$ cat src/rtl/loader_pkg.sv
// Shared types and constants for the instruction-memory program loader.
package loader_pkg;

   // Loader FSM states
   typedef enum logic [2:0] {
      ST_LEN  = 3'd0,
      ST_DATA = 3'd1,
      ST_CSUM = 3'd2,
      ST_DONE = 3'd3,
      ST_ERR  = 3'd4
   } loader_state_e;

   // Field sizes in bytes
   localparam int LEN_BYTES  = 4;
   localparam int WORD_BYTES = 4;

   // Little-endian byte lanes: lane k holds bits [8k+7:8k]
   localparam int LANE_B0 = 0;
   localparam int LANE_B1 = 1;
   localparam int LANE_B2 = 2;
   localparam int LANE_B3 = 3;

   // Pack four bytes, first-received byte in the least significant lane
   function automatic logic [31:0] pack_le(input logic [7:0] b0,
                                           input logic [7:0] b1,
                                           input logic [7:0] b2,
                                           input logic [7:0] b3);
      logic [31:0] w;
      w = 32'h0000_0000;
      w[8*LANE_B0 +: 8] = b0;
      w[8*LANE_B1 +: 8] = b1;
      w[8*LANE_B2 +: 8] = b2;
      w[8*LANE_B3 +: 8] = b3;
      return w;
   endfunction

endpackage

$ cat src/rtl/word_assembler.sv
// Collects a little-endian byte stream into 32-bit words. The first three
// bytes are held in lane registers; the fourth is taken straight from the
// input so the finished word and its word_valid pulse appear in the same
// cycle as the accepting edge.
module word_assembler
   import loader_pkg::*;
(
   input  logic        clk,
   input  logic        reset,
   input  logic        clear_i,
   input  logic        byte_valid_i,
   input  logic [7:0]  byte_i,
   output logic [31:0] word_o,
   output logic        word_valid_o
);

   localparam logic [1:0] LAST_IDX = 2'(WORD_BYTES - 1);

   logic [1:0] idx_q, idx_d;
   logic [7:0] lane0_q, lane0_d;
   logic [7:0] lane1_q, lane1_d;
   logic [7:0] lane2_q, lane2_d;

   // Next byte index (wraps 3->0) and lane capture for the held bytes
   always_comb begin
      idx_d   = idx_q;
      lane0_d = lane0_q;
      lane1_d = lane1_q;
      lane2_d = lane2_q;
      if (clear_i) begin
         idx_d = 2'd0;
      end else if (byte_valid_i) begin
         idx_d = idx_q + 2'd1;
         case (idx_q)
            2'(LANE_B0): lane0_d = byte_i;
            2'(LANE_B1): lane1_d = byte_i;
            2'(LANE_B2): lane2_d = byte_i;
            default:     lane0_d = lane0_q;
         endcase
      end else begin
         idx_d = idx_q;
      end
   end

   assign word_valid_o = byte_valid_i && (idx_q == LAST_IDX);
   assign word_o       = pack_le(lane0_q, lane1_q, lane2_q, byte_i);

   // Index and lane registers, synchronous active-low reset
   always_ff @(posedge clk) begin
      if (!reset) begin
         idx_q   <= 2'd0;
         lane0_q <= 8'h00;
         lane1_q <= 8'h00;
         lane2_q <= 8'h00;
      end else begin
         idx_q   <= idx_d;
         lane0_q <= lane0_d;
         lane1_q <= lane1_d;
         lane2_q <= lane2_d;
      end
   end

endmodule

$ cat src/rtl/imem_program_loader.sv
// Program-image loader: byte stream in, 32-bit instruction-memory writes out.
// Holds the core in reset until the image is complete.
// Optional feature macro: LOADER_CHECKSUM_EN adds a trailing XOR checksum
// byte check (CSUM state). Without it the loader goes to DONE right after
// the last word.
module imem_program_loader
   import loader_pkg::*;
#(
   parameter int          DEPTH_WORDS = 256,
   parameter logic [31:0] BASE_ADDR   = 32'h0000_0000
) (
   input  logic        clk,
   input  logic        reset,
   input  logic [7:0]  rx_data,
   input  logic        rx_valid,
   output logic        rx_ready,
   input  logic        reload,
   output logic        imem_we,
   output logic [31:0] imem_addr,
   output logic [31:0] imem_wdata,
   output logic        core_hold,
   output logic        done,
   output logic        error
);

   localparam int          IDXW      = $clog2(DEPTH_WORDS) + 1;
   localparam logic [31:0] DEPTH_W32 = 32'(DEPTH_WORDS);
`ifdef LOADER_CHECKSUM_EN
   localparam loader_state_e ST_AFTER = ST_CSUM;
`else
   localparam loader_state_e ST_AFTER = ST_DONE;
`endif

   loader_state_e   state_q, state_d;
   logic [IDXW-1:0] cnt_q, cnt_d;
   logic [IDXW-1:0] len_q, len_d;
`ifdef LOADER_CHECKSUM_EN
   logic [7:0]      csum_q, csum_d;
`endif
   logic            rx_ready_q, rx_ready_d;
   logic            we_q, we_d;
   logic [31:0]     addr_q, addr_d;
   logic [31:0]     wdata_q, wdata_d;
   logic            hold_q, hold_d;
   logic            done_q, done_d;
   logic            error_q, error_d;

   logic            accept_s;
   logic            asm_clear_s;
   logic [31:0]     word_s;
   logic            word_valid_s;
   logic            last_word_s;

   assign accept_s    = rx_valid && rx_ready_q;
   assign last_word_s = (cnt_q == (len_q - IDXW'(1)));

   word_assembler u_asm (
      .clk          (clk),
      .reset        (reset),
      .clear_i      (asm_clear_s),
      .byte_valid_i (accept_s),
      .byte_i       (rx_data),
      .word_o       (word_s),
      .word_valid_o (word_valid_s)
   );

   // Next-state logic: FSM transitions, word counter, length and checksum
   always_comb begin
      state_d     = state_q;
      cnt_d       = cnt_q;
      len_d       = len_q;
      asm_clear_s = 1'b0;
`ifdef LOADER_CHECKSUM_EN
      csum_d      = csum_q;
`endif
      case (state_q)
         ST_LEN: begin
            if (accept_s && word_valid_s) begin
               cnt_d = '0;
               len_d = word_s[IDXW-1:0];
               if (word_s > DEPTH_W32) begin
                  state_d = ST_ERR;
               end else if (word_s == 32'h0000_0000) begin
                  state_d = ST_AFTER;
               end else begin
                  state_d = ST_DATA;
               end
            end else begin
               state_d = ST_LEN;
            end
         end
         ST_DATA: begin
            if (accept_s) begin
`ifdef LOADER_CHECKSUM_EN
               csum_d = csum_q ^ rx_data;
`endif
               if (word_valid_s) begin
                  cnt_d = cnt_q + IDXW'(1);
                  if (last_word_s) begin
                     state_d = ST_AFTER;
                  end else begin
                     state_d = ST_DATA;
                  end
               end else begin
                  state_d = ST_DATA;
               end
            end else begin
               state_d = ST_DATA;
            end
         end
`ifdef LOADER_CHECKSUM_EN
         ST_CSUM: begin
            if (accept_s) begin
               if (rx_data == csum_q) begin
                  state_d = ST_DONE;
               end else begin
                  state_d = ST_ERR;
               end
            end else begin
               state_d = ST_CSUM;
            end
         end
`endif
         ST_DONE: begin
            if (reload) begin
               state_d     = ST_LEN;
               cnt_d       = '0;
               len_d       = '0;
               asm_clear_s = 1'b1;
`ifdef LOADER_CHECKSUM_EN
               csum_d      = 8'h00;
`endif
            end else begin
               state_d = ST_DONE;
            end
         end
         ST_ERR: begin
            state_d = ST_ERR;
         end
         default: begin
            state_d = ST_ERR;
         end
      endcase
   end

   // Output next values: write register loads on each completed data word,
   // status flags follow the next state so they change with the transition
   always_comb begin
      we_d    = 1'b0;
      addr_d  = addr_q;
      wdata_d = wdata_q;
      if ((state_q == ST_DATA) && accept_s && word_valid_s) begin
         we_d    = 1'b1;
         addr_d  = BASE_ADDR + (32'(cnt_q) * 32'(WORD_BYTES));
         wdata_d = word_s;
      end else begin
         we_d = 1'b0;
      end
      case (state_d)
         ST_LEN, ST_DATA, ST_CSUM: begin
            rx_ready_d = 1'b1;
            hold_d     = 1'b1;
            done_d     = 1'b0;
            error_d    = 1'b0;
         end
         ST_DONE: begin
            rx_ready_d = 1'b0;
            hold_d     = 1'b0;
            done_d     = 1'b1;
            error_d    = 1'b0;
         end
         default: begin
            rx_ready_d = 1'b0;
            hold_d     = 1'b1;
            done_d     = 1'b0;
            error_d    = 1'b1;
         end
      endcase
   end

   // State, counters and registered outputs, synchronous active-low reset
   always_ff @(posedge clk) begin
      if (!reset) begin
         state_q    <= ST_LEN;
         cnt_q      <= '0;
         len_q      <= '0;
`ifdef LOADER_CHECKSUM_EN
         csum_q     <= 8'h00;
`endif
         rx_ready_q <= 1'b1;
         we_q       <= 1'b0;
         addr_q     <= BASE_ADDR;
         wdata_q    <= 32'h0000_0000;
         hold_q     <= 1'b1;
         done_q     <= 1'b0;
         error_q    <= 1'b0;
      end else begin
         state_q    <= state_d;
         cnt_q      <= cnt_d;
         len_q      <= len_d;
`ifdef LOADER_CHECKSUM_EN
         csum_q     <= csum_d;
`endif
         rx_ready_q <= rx_ready_d;
         we_q       <= we_d;
         addr_q     <= addr_d;
         wdata_q    <= wdata_d;
         hold_q     <= hold_d;
         done_q     <= done_d;
         error_q    <= error_d;
      end
   end

   assign rx_ready   = rx_ready_q;
   assign imem_we    = we_q;
   assign imem_addr  = addr_q;
   assign imem_wdata = wdata_q;
   assign core_hold  = hold_q;
   assign done       = done_q;
   assign error      = error_q;

endmodule

$ cat config.mk
export PLATFORM = sky130hd
export DESIGN_NAME = imem_program_loader
export DESIGN_NICKNAME = d
export VERILOG_FILES = /design/src/rtl/loader_pkg.sv /design/src/rtl/word_assembler.sv /design/src/rtl/imem_program_loader.sv
export SDC_FILE = /design/constraint.sdc
export NUM_CORES = 1
export LEC_CHECK = 0
export CORE_ASPECT_RATIO = 0.8
export CORE_UTILIZATION = 25
export DETAILED_ROUTE_END_ITERATION = 8
export PLACE_DENSITY = 0.44
export SYNTH_ARGS = -nofsm -noshare
export SYNTH_HDL_FRONTEND = slang
export SYNTH_SLANG_ARGS = --single-unit
$ cat constraint.sdc
create_clock -name clk -period 2.44 [get_ports clk]
set_input_delay 0.488 -clock clk [delete_from_list [all_inputs] [get_ports clk]]
set_output_delay 0.488 -clock clk [all_outputs]
set_load 0.02 [all_outputs]
== After elaboration in Yosys (flattened, before gate mapping) ==
Cells that the tools add are included.
Widths: inputs -> output; s select.
Word-level totals
  register bits after elaboration: 93
  input port bits: 12
  output and inout bits: 69
Cells by class
  add/sub/neg operators: 3
  magnitude comparators: 1
  eq/ne operators: 13
  mux-type cells: 22
  bitwise gates (word level): 2
  reductions and logical operators: 19
Operators by type and width (count)
  $mux 9: 5
  $gt 32x9->1 const B: 1
  $logic_not 32->1: 1
  $pmux 9 s3: 1
  $pmux 9 s2: 1
  $mux 3: 4
  $reduce_and 3->1: 4
  $add 9x1->9 const B: 1
  $eq 3x2->1 const B: 3
  $eq 9x9->1: 1
  $pmux 3 s3: 1
  $sub 9x1->9 const B: 1
  $ne 2x2->1 const B: 4
  $mux 1: 7
  $eq 3x1->1 const B: 2
  $logic_not 3->1: 2
  $mux 2: 3
  $logic_and 1x1->1: 5
  $reduce_and 5->1: 1
  $eq 2x2->1 const B: 2
  $reduce_or 4->1: 1
  $reduce_bool 3->1: 1
  $reduce_or 3->1: 1
  $add 2x1->2 const B: 1
  5 further kinds: 6

== Logic depth before layout (Yosys ltp) ==
  depth after elaboration: 9
  mapped depth: 8
  depth with buffers taken out: 7

== Modules after synthesis ==
Synthesis repeated with hierarchy kept, for this count alone.
Unflattened totals
  cell total of the unflattened synthesis: 487
  area total of the unflattened synthesis: 4236.6 µm²
Modules (own cells, without submodules)
  imem_program_loader: instances 1, cells an instance 375, area each 3121.7 µm², sequential area each 1341.3 µm²
  word_assembler: instances 1, cells an instance 112, area each 1114.8 µm², sequential area each 520.5 µm²

== Worst setup path after synthesis ==
Ideal clock, no wire load.
  kind: register to register
  start: register len_q[0]
  end: register hold_q (netlist: core_hold)
  library setup time: 0.125 ns
  data arrival time: 1.769 ns
  data required time: 2.315 ns
  path slack: 0.547 ns
  cell stages (with the launch flop): 9
  buffers on the path: 1
  path through: dfxtp_1 inv_1 ha_1 clkbuf_1 o21ba_1 a221oi_1 a41oi_1 a2111oi_4 o21ai_1
Between the ends
  cells in the longest elaborated chain, start to end: 8
RTL lines
  from (decl): line imem_program_loader.sv:36  | logic [IDXW-1:0] len_q, len_d;
  from (signal assigned): line imem_program_loader.sv:200  | len_q <= len_d;
  $sub 9x1->9: line imem_program_loader.sv:55  | assign last_word_s = (cnt_q == (len_q - IDXW'(1)));
  $eq 9x9->1: line imem_program_loader.sv:55
  $mux 2: line imem_program_loader.sv:99  | if (last_word_s) begin
  $mux 3: line imem_program_loader.sv:97  | if (word_valid_s) begin
  $mux 3: line imem_program_loader.sv:93  | if (accept_s) begin
  $pmux 3 s3: line imem_program_loader.sv:76  | case (state_q)
  $eq 3x2->1: line imem_program_loader.sv:159  | case (state_d)
  $mux 1: line imem_program_loader.sv:159
  to (signal assigned): line imem_program_loader.sv:208  | hold_q <= hold_d;
  to (decl): line imem_program_loader.sv:44  | logic hold_q, hold_d;
No other way between the ends.
A chain may end at the register's enable or synchronous reset.

== Worst setup path in the final report ==
  start: register len_q[0]
  end: register rx_ready_q (netlist: rx_ready)
Between the ends
  cells in the longest elaborated chain, start to end: 9
RTL lines
  $sub 9x1->9 *: line imem_program_loader.sv:55
  $eq 9x9->1 *: line imem_program_loader.sv:55
  $mux 2 *: line imem_program_loader.sv:99
  $mux 3 *: line imem_program_loader.sv:97
  $mux 3 *: line imem_program_loader.sv:93
  $pmux 3 s3 *: line imem_program_loader.sv:76
  $eq 3x1->1 (tied with other cells): line imem_program_loader.sv:159
  $reduce_or 3->1 *: line imem_program_loader.sv:159
  $mux 1 *: line imem_program_loader.sv:159
  to (signal assigned): line imem_program_loader.sv:204  | rx_ready_q <= rx_ready_d;
  to (decl): line imem_program_loader.sv:40  | logic rx_ready_q, rx_ready_d;
Mark *: on every way between the ends. The rest lies on a longest branch, timed or not.

==> out/metrics.cfg <==
[status]
status = finished, final reports clean

[power_and_ir_drop]
fin_total_pwr_mw = 3.22
total_leakage_power_nw = 1.89
worst_ir_drop_vdd_v = 0.000285
pwr_density_cell_mw_per_mm2 = 599

[clocking]
cts.hold.buffers_added = 0
clock_tree.buffer_depth = 2
cts_tree = built
post_cts.repair.setup_buffers = 0
worst_setup_hold_path_clk_slew_ns = 0.06
cts_repair_resize_count = 0
cts-htree-levels = 3
clockRootBuffer = sky130_fd_sc_hd__clkbuf_16
insertion_delay_ns = 0.34
clock-sinks = 93
cts_buffers = 9

[sta]
postLayoutSetupSlackWorst_ns = 0.355
setup_repair_after_global_routing_missed_its_margin = no
setup-tns-final_ns = 0
final_max_slew_viol_count = 0
period_needed_ns = 2.09
clock_skew_ns = 0.00796
setup_violation_total_in_the_final_timing_report = 0
timing.final.hold_violations = 0
final_min_period_over_clock_period_pct = 85.5
fmax_mhz = 480

[die]
fp.dieArea_mm2 = 0.0176
core_area_mm2 = 0.0166
start_util_pct = 25.7
pin_count = 81
die_height_um = 119
fp-row-count = 42
floorplan.die.width_um = 148

[placement]
placed_area_mm2 = 0.00509
dp.final_hpwl_um = 7950
post-place-cells = 765
port-buffer-count = 57
place_ws_ns = 0.0846
globalplace.congestion = 0.876

[grt]
first_global_vias = 3317
global_route_wire_length_before_repair_um = 17800
grt_start_max_net_pins = 42
grt_antenna_before_repair = 0
groute.usage.overall_pct = 13.0
globalRoute.totalOverflow = 0

[logic_synthesis]
synth_top_flop_cell = sky130_fd_sc_hd__dfxtp_1
synth-seq-cells = 93
postSynthAreaPerCell_um2 = 8.59
synth.top_cells.by_area = sky130_fd_sc_hd__dfxtp_1, sky130_fd_sc_hd__nand2_1, sky130_fd_sc_hd__a21boi_0, sky130_fd_sc_hd__buf_4, sky130_fd_sc_hd__nand3_1
post-synth-top-area-fraction_pct = 43.6
synth_enable_flop_cells = 0
syn_inst = 497
synth_top_area_cell = sky130_fd_sc_hd__dfxtp_1
ys.warnings.count = 0
yosys.cell_types.count = 49
synth_area_mm2 = 0.00427
seq_area_frac_synth_pct = 43.6
async_flop_share_pct = 0

[worst_setup_path]
cp_slowest_stage_delay_ns = 0.40
path_max_fanout = 7
cpLargestDelayFamily = compound AO/OA/AOI/OAI gates
worst-endpoint-arrival_ns = 2.29
worst_ep_required_time_ns = 2.64
worstSetupStartpointType = register
cp_slowest_cell = sky130_fd_sc_hd__dfxtp_1
crit_buf_inv = 1
setup.worst_path.class = register to register
timing.critical_path.cells = inv_1 -> ha_1 -> o21ba_1 -> a221oi_1 -> a41oi_1 -> nor4_1 -> a211oi_1
worst_setup_path_end_kind = register

[drt]
remaining_drc_errors = 0
count_of_tritonroute_iterations_in_the_first_routing_pass = 4
drt_wl_total_um = 10800
dr.first_iter.drc_count = 219
route.vias.total = 3405
post_drt_wl_per_cell_um = 13.8
via_per_inst = 4.37
drt.antenna.violating_nets = 0

[cells_and_area]
filler_cell_count = 1773
instances_no_fill = 780
final_cell_mix = sky130_fd_sc_hd__nand2_1, sky130_fd_sc_hd__dfxtp_1, sky130_fd_sc_hd__a21boi_0
postLayoutCellArea_mm2 = 0.00538
design.final.nets = 574
n_antenna_cell = 0
multi_input_area_mm2 = 0.00220
mostFrequentLayoutCell = sky130_fd_sc_hd__nand2_1
area_delta_synth_final_pct = 26.0
sequential_cell_area_mm2 = 0.00186
fraction_of_layout_instances_using_a_drive_strength_above_1_pct = 8.21

[flow_run]
drv.max_cap_violation_count = 0

[hold_path]
timing.hold.worst.class = register to register

-- flip-flops by register name (all words and copies together), names as in the netlist, 2 cells and up --
register / cells
u_asm.lane0_q: 8
state_q: 3
imem_wdata: 32
cnt_q: 9
u_asm.lane1_q: 8
imem_addr: 9
len_q: 9
u_asm.lane2_q: 8
u_asm.idx_q: 2
-- logic make-up (layout without fill, tap and decap cells) --
group           count (synthesis)  after routing  share of synthesized area [%]
compound gates                 89             89                           16.4
other cells                     1             23                         0.0878
fa+ha+maj                       6              6                           1.76
mux                            10             10                           2.40
simple gates                  224            224                           24.9
xor+xnor                       19             19                           3.90
flops                          93             93                           43.6
buf+inv                        55             96                           6.97
-- final timing paths --
path                                     start  cells after the start        endpoint  slack, ns
worst max-delay path                  len_q[0]                      7        rx_ready       0.35
worst min-delay path            imem_wdata[31]                      2  imem_wdata[31]       0.46
worst max register to register        len_q[0]                      7        rx_ready       0.35
worst min register to register  imem_wdata[31]                      2  imem_wdata[31]       0.46
-- worst min-delay path, cell delays in order (launching register included) --
cell	delay (ns)
sky130_fd_sc_hd__dfxtp_1	0.31
sky130_fd_sc_hd__nand2_1	0.05
sky130_fd_sc_hd__a21boi_1	0.05
-- metal layers --
metal	up-vias	track usage, %	routed length [µm]
li1	1758	-	-
met1	1547	18.8	5800
met2	89	19.1	4290
met3	11	2.99	543
met4	0	3.61	142
met5	-	0	0
-- power breakdown --
part,internal [mW],leakage [nW],switching [mW]
Clock,0.802,0.144,0.614
Sequential,1.54,0.751,0.0264
Combinational,0.0888,0.994,0.150
-- through the flow --
stage,util (%),hold slack [ns]
after floorplan,-,0.444
after CTS,32.4,0.459
after detailed placement,30.6,0.450
after global routing,32.4,0.475
final,32.4,0.458
after global placement,30.6,0.447
-- cell usage after synthesis, types with 8 or more instances --
| master | number |
|---|---|
| sky130_fd_sc_hd__nor2b_1 | 10 |
| sky130_fd_sc_hd__and2_1 | 8 |
| sky130_fd_sc_hd__xor2_1 | 11 |
| sky130_fd_sc_hd__a21boi_0 | 59 |
| sky130_fd_sc_hd__mux2i_1 | 8 |
| sky130_fd_sc_hd__nand3_1 | 33 |
| sky130_fd_sc_hd__dfxtp_1 | 93 |
| sky130_fd_sc_hd__buf_4 | 23 |
| sky130_fd_sc_hd__nand4_1 | 8 |
| sky130_fd_sc_hd__nor2_1 | 17 |
| sky130_fd_sc_hd__xnor2_1 | 8 |
| sky130_fd_sc_hd__clkbuf_1 | 22 |
| sky130_fd_sc_hd__nand2_1 | 122 |
-- cell type report --
cell class	count	area share (%)
multi-input cells	371	40.9
inverters	6	0.418
clock buffers	9	4.18
repair buffers	75	13.5
clock inverters	6	1.32
well taps	220	5.11
flip-flops and latches	93	34.6
Power figures use the tool's default switching activity.
